## src/rtl/clock_pkg.sv

```systemverilog
// Shared mode encoding, field limits and wrap helpers for the clock controller.
// SET_AL_HR / SET_AL_MIN are only reachable when CLOCK_ALARM_EN is defined.
package clock_pkg;

    localparam int HR_W   = 5;
    localparam int MIN_W  = 6;
    localparam int SEC_W  = 6;
    localparam int MODE_W = 3;

    localparam logic [HR_W-1:0]  HR_MAX  = 5'd23;
    localparam logic [MIN_W-1:0] MIN_MAX = 6'd59;
    localparam logic [SEC_W-1:0] SEC_MAX = 6'd59;

    typedef enum logic [MODE_W-1:0] {
        RUN        = 3'd0,
        SET_HR     = 3'd1,
        SET_MIN    = 3'd2,
        SET_AL_HR  = 3'd3,
        SET_AL_MIN = 3'd4
    } mode_t;

    // Wrap to zero at (or beyond) the limit so a field can never escape its range.
    function automatic logic [HR_W-1:0] wrap_inc_hr(input logic [HR_W-1:0] v);
        return (v >= HR_MAX) ? '0 : v + 5'd1;
    endfunction

    function automatic logic [MIN_W-1:0] wrap_inc_60(input logic [MIN_W-1:0] v,
                                                     input logic [MIN_W-1:0] max);
        return (v >= max) ? '0 : v + 6'd1;
    endfunction

endpackage

```

## src/rtl/clock_tick_gen.sv

```systemverilog
// One-second prescaler: counts 0..TICK_DIV-1 while enabled, pulses tick on the last count.
module clock_tick_gen
    import clock_pkg::*;
#(
    parameter int TICK_DIV = 100000000,
    parameter int CNT_W    = 27
) (
    input  logic clk,
    input  logic reset,
    input  logic enable,
    input  logic clear,
    output logic tick
);

    localparam logic [CNT_W-1:0] TC = CNT_W'(TICK_DIV - 1);

    logic [CNT_W-1:0] cnt_q;

    assign tick = enable && (cnt_q == TC);

    always_ff @(posedge clk or negedge reset) begin
        if (!reset) begin
            cnt_q <= '0;
        end else if (clear) begin
            cnt_q <= '0;
        end else if (enable) begin
            cnt_q <= tick ? '0 : cnt_q + CNT_W'(1);
        end
    end

endmodule

```

## src/rtl/clock_mode_ctrl.sv

```systemverilog
// Run/set mode FSM and hh:mm:ss registers for the digital clock.
// Define CLOCK_ALARM_EN to add the alarm set states, alarm registers and alarm output.
//
// state      | meaning
// RUN        | time advances on each tick; btn_inc ignored
// SET_HR     | time frozen; btn_inc steps hours
// SET_MIN    | time frozen; btn_inc steps minutes (no carry)
// SET_AL_HR  | (alarm build) btn_inc steps alarm hours
// SET_AL_MIN | (alarm build) btn_inc steps alarm minutes
module clock_mode_ctrl
    import clock_pkg::*;
#(
    parameter int TICK_DIV = 100000000,
    parameter int CNT_W    = 27
) (
    input  logic              clk,
    input  logic              reset,
    input  logic              btn_mode,
    input  logic              btn_inc,
`ifdef CLOCK_ALARM_EN
    input  logic              alarm_arm,
    output logic              alarm,
`endif
    output logic [HR_W-1:0]   hours,
    output logic [MIN_W-1:0]  mins,
    output logic [SEC_W-1:0]  secs,
    output logic [MODE_W-1:0] mode,
    output logic              tick
);

    mode_t             mode_q, mode_nxt;
    logic [HR_W-1:0]   hours_q, hours_nxt;
    logic [MIN_W-1:0]  mins_q, mins_nxt;
    logic [SEC_W-1:0]  secs_q, secs_nxt;
    logic              tick_en;
    logic              tick_clr;

`ifdef CLOCK_ALARM_EN
    logic [HR_W-1:0]   al_hours_q, al_hours_nxt;
    logic [MIN_W-1:0]  al_mins_q, al_mins_nxt;
    logic              alarm_q, alarm_nxt;
`endif

    // Prescaler only runs in RUN and sits at zero in every set state, so leaving
    // a set state restarts the full one-second period.
    assign tick_en  = (mode_q == RUN);
    assign tick_clr = (mode_q != RUN);

    clock_tick_gen #(
        .TICK_DIV (TICK_DIV),
        .CNT_W    (CNT_W)
    ) u_tick_gen (
        .clk    (clk),
        .reset  (reset),
        .enable (tick_en),
        .clear  (tick_clr),
        .tick   (tick)
    );

    always_ff @(posedge clk or negedge reset) begin
        if (!reset) begin
            mode_q  <= RUN;
            hours_q <= '0;
            mins_q  <= '0;
            secs_q  <= '0;
        end else begin
            mode_q  <= mode_nxt;
            hours_q <= hours_nxt;
            mins_q  <= mins_nxt;
            secs_q  <= secs_nxt;
        end
    end

    // A mode press always takes priority; a coincident inc is dropped.
    always_comb begin
        mode_nxt  = mode_q;
        hours_nxt = hours_q;
        mins_nxt  = mins_q;
        secs_nxt  = secs_q;
`ifdef CLOCK_ALARM_EN
        al_hours_nxt = al_hours_q;
        al_mins_nxt  = al_mins_q;
`endif
        case (mode_q)
            RUN: begin
                if (tick) begin
                    if (secs_q >= SEC_MAX) begin
                        secs_nxt = '0;
                        if (mins_q >= MIN_MAX) begin
                            mins_nxt  = '0;
                            hours_nxt = wrap_inc_hr(hours_q);
                        end else begin
                            mins_nxt = mins_q + 6'd1;
                        end
                    end else begin
                        secs_nxt = secs_q + 6'd1;
                    end
                end
                if (btn_mode) begin
                    mode_nxt = SET_HR;
                end
            end
            SET_HR: begin
                if (btn_mode) begin
                    mode_nxt = SET_MIN;
                end else if (btn_inc) begin
                    hours_nxt = wrap_inc_hr(hours_q);
                end
            end
            SET_MIN: begin
                if (btn_mode) begin
`ifdef CLOCK_ALARM_EN
                    mode_nxt = SET_AL_HR;
`else
                    mode_nxt = RUN;
                    secs_nxt = '0;
`endif
                end else if (btn_inc) begin
                    mins_nxt = wrap_inc_60(mins_q, MIN_MAX);
                end
            end
`ifdef CLOCK_ALARM_EN
            SET_AL_HR: begin
                if (btn_mode) begin
                    mode_nxt = SET_AL_MIN;
                end else if (btn_inc) begin
                    al_hours_nxt = wrap_inc_hr(al_hours_q);
                end
            end
            SET_AL_MIN: begin
                if (btn_mode) begin
                    mode_nxt = RUN;
                    secs_nxt = '0;
                end else if (btn_inc) begin
                    al_mins_nxt = wrap_inc_60(al_mins_q, MIN_MAX);
                end
            end
`endif
            default: begin
                mode_nxt = RUN;
            end
        endcase
    end

`ifdef CLOCK_ALARM_EN
    // Set wins over the minute-change clear: the matching edge is itself a minute change.
    always_comb begin
        alarm_nxt = alarm_q;
        if (mode_nxt != RUN) begin
            alarm_nxt = 1'b0;
        end else if (mode_q == RUN && btn_inc) begin
            alarm_nxt = 1'b0;
        end else if (!alarm_arm) begin
            alarm_nxt = 1'b0;
        end else if (mode_q == RUN && tick && secs_nxt == '0 &&
                     hours_nxt == al_hours_q && mins_nxt == al_mins_q) begin
            alarm_nxt = 1'b1;
        end else if (mins_nxt != mins_q) begin
            alarm_nxt = 1'b0;
        end
    end

    always_ff @(posedge clk or negedge reset) begin
        if (!reset) begin
            al_hours_q <= '0;
            al_mins_q  <= '0;
            alarm_q    <= 1'b0;
        end else begin
            al_hours_q <= al_hours_nxt;
            al_mins_q  <= al_mins_nxt;
            alarm_q    <= alarm_nxt;
        end
    end

    assign alarm = alarm_q;
`endif

    assign hours = hours_q;
    assign mins  = mins_q;
    assign secs  = secs_q;
    assign mode  = mode_q;

endmodule

```

## config.mk

```make
export PLATFORM = sky130hd
export DESIGN_NAME = clock_mode_ctrl
export DESIGN_NICKNAME = d
export VERILOG_FILES = /design/src/rtl/clock_pkg.sv /design/src/rtl/clock_tick_gen.sv /design/src/rtl/clock_mode_ctrl.sv
export SDC_FILE = /design/constraint.sdc
export NUM_CORES = 1
export LEC_CHECK = 0
export ABC_AREA = 1
export BUFFER_PORTS_ARGS = -buffer_cell sky130_fd_sc_hd__buf_2
export CAP_MARGIN = 20
export CELL_PAD_IN_SITES_DETAIL_PLACEMENT = 1
export CELL_PAD_IN_SITES_GLOBAL_PLACEMENT = 2
export CORE_ASPECT_RATIO = 1.1
export CORE_MARGIN = 10
export CORE_UTILIZATION = 36
export DETAILED_ROUTE_END_ITERATION = 7
export PLACE_DENSITY_LB_ADDON = 0.25
export SLEW_MARGIN = 20
export SYNTH_ARGS = -nofsm -noshare
export SYNTH_HDL_FRONTEND = slang
export SYNTH_HIERARCHICAL = 1
export SYNTH_SLANG_ARGS = --single-unit
```

## constraint.sdc

```tcl
create_clock -name clk -period 5.1 [get_ports clk]
set_clock_uncertainty 0.2 [all_clocks]
set_input_delay 0.765 -clock clk [delete_from_list [all_inputs] [get_ports clk]]
set_output_delay 0.765 -clock clk [all_outputs]
set_load 0.05 [all_outputs]
```

==> Implementation_results.wiki <==
{| class="wikitable"
! Metric !! Value
|-
| Share of final-layout standard cells stronger than drive strength 1 || 0.183
|-
| Top cell type by total area after synthesis || dfrtp_1
|-
| Clock tree root buffer cell || clkbuf_8
|-
| Diode insertion count for antenna repair || 0
|-
| Vias per inst || 4.88
|-
| Final hold viol count || 0
|-
| Maximum clock rate || 345 MHz
|-
| Number of I/O pins || 25
|-
| Worst-Skew Late Latency || 0.30 ns
|-
| Final critical-path share of the clock period || 0.569
|-
| Met1 global-route usage || 0.175
|-
| Net Count, Synth || 429
|-
| Total of buffers placed on input and output ports || 23
|-
| Flip-flop and latch count after synthesis || 46
|-
| Peak fanout along the critical path || 7
|-
| Endpoint arrival time on the critical path || 1.94 ns
|-
| Initial detailed-routing violation count || 94
|-
| Critical path class || reg2out
|-
| Worst reg2reg path endpoint || u_tick_gen/cnt_q[21]
|-
| Global-route wire length before repair || 13.9 mm
|-
| Critical Path Sink || tick
|-
| Routed wire length || 7.71 mm
|-
| Setup fix buffers added after clock tree synthesis || 0
|-
| Data required, critical path || 4.14 ns
|-
| Clock tree buffer depth || 2
|-
| IR drop worst, VDD || 0.260 mV
|-
| Clock edge transition at the registers on the reported setup and hold paths || 0.08 ns
|-
| Synth Warn # || 6
|-
| Fraction of the core area covered by cells at the end of the flow || 0.408
|-
| Count of max-cap constraint violations || 0
|-
| Power per unit of standard cell area || 427 nW/µm²
|-
| Capturing element type of the critical path || output pin
|-
| Slew headroom || 0.543
|-
| Post-placement cell count || 549
|-
| GRT Overall Usage || 0.137
|-
| Standard cell core area || 7960 µm²
|-
| Post-route setup TNS || 0 ns
|-
| Vias after detailed routing || 2711
|-
| Core Rows || 34
|-
| Num CTS Buffers || 5
|-
| Overall die height || 115 µm
|-
| CTS sink cnt || 46
|-
| Area share of the largest cell type after synthesis || 0.390
|-
| Setup repair after global routing missed its margin || false
|-
| Reg2reg path depth || 8
|-
| Average wire per standard cell || 13.9 µm
|-
| Total number of H-tree levels || 2
|-
| Total power || 0.00139 W
|-
| Global route hottest layer || met2
|-
| Non-filler instance count after layout || 556
|-
| Tmin final || 2.90 ns
|-
| Total setup violations reported at the end of the flow || 0
|-
| Sequential fraction of the synthesis area || 0.390
|-
| Critical path launch point type || register
|-
| GR Util met3 || 0.0274
|-
| Gate count after technology mapping || 421
|-
| Post-Synthesis Mean Instance Area || 7.01 µm²
|-
| DR DRC count || 0
|-
| Reg-to-reg slack, setup || 2.59 ns
|-
| Number of hold buffers added after CTS || 0
|-
| Origin of the critical flop-to-flop path || mode[1]
|-
| Effective utilization at floorplan || 0.371
|-
| CP Launch Point || mode[1]
|-
| Number of search-and-repair iterations in the first detailed-routing pass || 4
|-
| Count of antenna-violating nets left after detailed routing || 0
|-
| Area delta synth->final || 10.1%
|-
| Number of different library cells in the post-synthesis netlist || 34
|-
| Number of antenna violations at the first check in global routing || 0
|-
| Max-slew violation total from the final report || 0
|-
| Total congestion overflow || 0
|-
| Hold Path Class || reg2reg
|-
| Die W || 106 µm
|-
| Clock tree from TritonCTS || yes
|-
| GR Util met2 || 0.234
|-
| Transition time at the pin with the least slew margin || 0.685 ns
|-
| Largest net degree at the start of global routing || 47
|-
| Post-layout net count || 456
|-
| Netlist area before placement || 2950 µm²
|-
| Die Footprint || 12200 µm²
|-
| Ranking of synthesized cells by area || dfrtp_1 (39%), nand2_1 (14%), nor2_1 (8.7%)
|-
| Final HPWL DP || 6.00 mm
|-
| Leakage Power || 1.52 nW
|-
| Number of global-route vias before repair || 2836
|-
| CTS-repair resized insts || 0
|-
| Global placer's final weighted congestion || 0.803
|-
| Run status || completed
|}
[worst max-delay path: stages, from the launching register on]
cell and delay (ns):
dfrtp_1 0.45, nor2_2 0.35, nand2_1 0.09, nor2_1 0.14
nand3_1 0.09, nor2_1 0.21, buf_2 0.31
[layout by cell type, fill, tap and decap left out, drive strengths merged, types with 3 or more instances in the layout]
cell	n
nand3	31
o21bai	3
ha	4
nor3	10
a21oi	11
dfrtp	46
o22ai	3
clkbuf	7
inv	54
o21ai	20
nor2	84
buf	24
nor3b	3
nand2	131
xor2	3
nand4	6
[power by group]
part	switching, W	internal, W
Clock	0.000122	0.0000948
Combinational	0.000501	0.000163
Sequential	0.0000826	0.000425
[metrics by stage]
| step | setup slack, ns | area (µm²) | hold slack, ns |
|---|---|---|---|
| 5_1_grt | 2.03 | 3250 | 0.387 |
| 3_5_place_dp | 2.49 | 3170 | 0.326 |
| 6_report | 2.20 | 3250 | 0.343 |
| 2_1_floorplan | 2.16 | 2950 | 0.269 |
| 4_1_cts | 2.16 | 3250 | 0.351 |
| 3_3_place_gp | 2.55 | 3170 | 0.318 |
[cells in the mapped netlist]
| cell | n |
|---|---|
| nand2_1 | 113 |
| nor2_1 | 68 |
| dfrtp_1 | 46 |
| inv_1 | 44 |
| nand3_1 | 30 |
| nand2_2 | 15 |
| nor2_2 | 12 |
| a21oi_1 | 10 |
| inv_2 | 10 |
| nor3_1 | 9 |
| o21ai_1 | 8 |
| nand4_1 | 6 |
| o21ai_0 | 6 |
| o21ai_2 | 6 |
| ha_1 | 4 |
| nor2_4 | 4 |
| nand2_4 | 3 |
| nor3b_1 | 3 |
| o21bai_1 | 3 |
| o22ai_1 | 3 |
| xor2_1 | 3 |
| buf_6 | 2 |
| xnor2_1 | 2 |
| a21oi_2 | 1 |
| and3_1 | 1 |
| buf_2 | 1 |
| buf_4 | 1 |
| conb_1 | 1 |
| nand3_2 | 1 |
| nor3_4 | 1 |
| nor4_1 | 1 |
| o31ai_1 | 1 |
| or2_0 | 1 |
| or2_1 | 1 |
[cells by family after synthesis]
kind of cell,after synthesis,synth area share
xor gates and xnor gates,5,0.0148
adders and majority gates,4,0.0170
buffers and inverters,58,0.0806
other,1,0.00127
and+or+nand+nor,269,0.418
DFF,46,0.390
AOI/OAI and AO/OA,38,0.0780
[layout make-up]
type / count / area, µm²
multi-input combinational: 317 / 1560
sequential: 46 / 1150
clock buffer: 7 / 76.3
timing repair buffer: 24 / 123
tap: 108 / 135
inverter: 54 / 203
fill: 1055 / 4710
[state kept, by name, summed over array words and instances (netlist names)]
signal and count:
u_tick_gen/cnt_q 27, secs 6, mins 6, mode 2, hours 5
[worst min path at each step]
stage | to | from | slack (ns) | cells past startpoint
2_1_floorplan | hours[0] | reset | 0.27 | 0
3_3_place_gp | u_tick_gen/cnt_q[1] | u_tick_gen/cnt_q[1] | 0.32 | 2
3_5_place_dp | secs[1] | secs[1] | 0.33 | 2
4_1_cts | secs[1] | secs[1] | 0.35 | 2
5_1_grt | secs[1] | secs[1] | 0.39 | 2
6_report | secs[1] | secs[1] | 0.34 | 2
[layer usage]
layer	wire (µm)	vias up
li1	-	1380
met1	3710	1305
met2	3730	19
met3	197	7
met4	70	0
met5	0	-
Note: power is estimated with default switching activity, not from simulation.
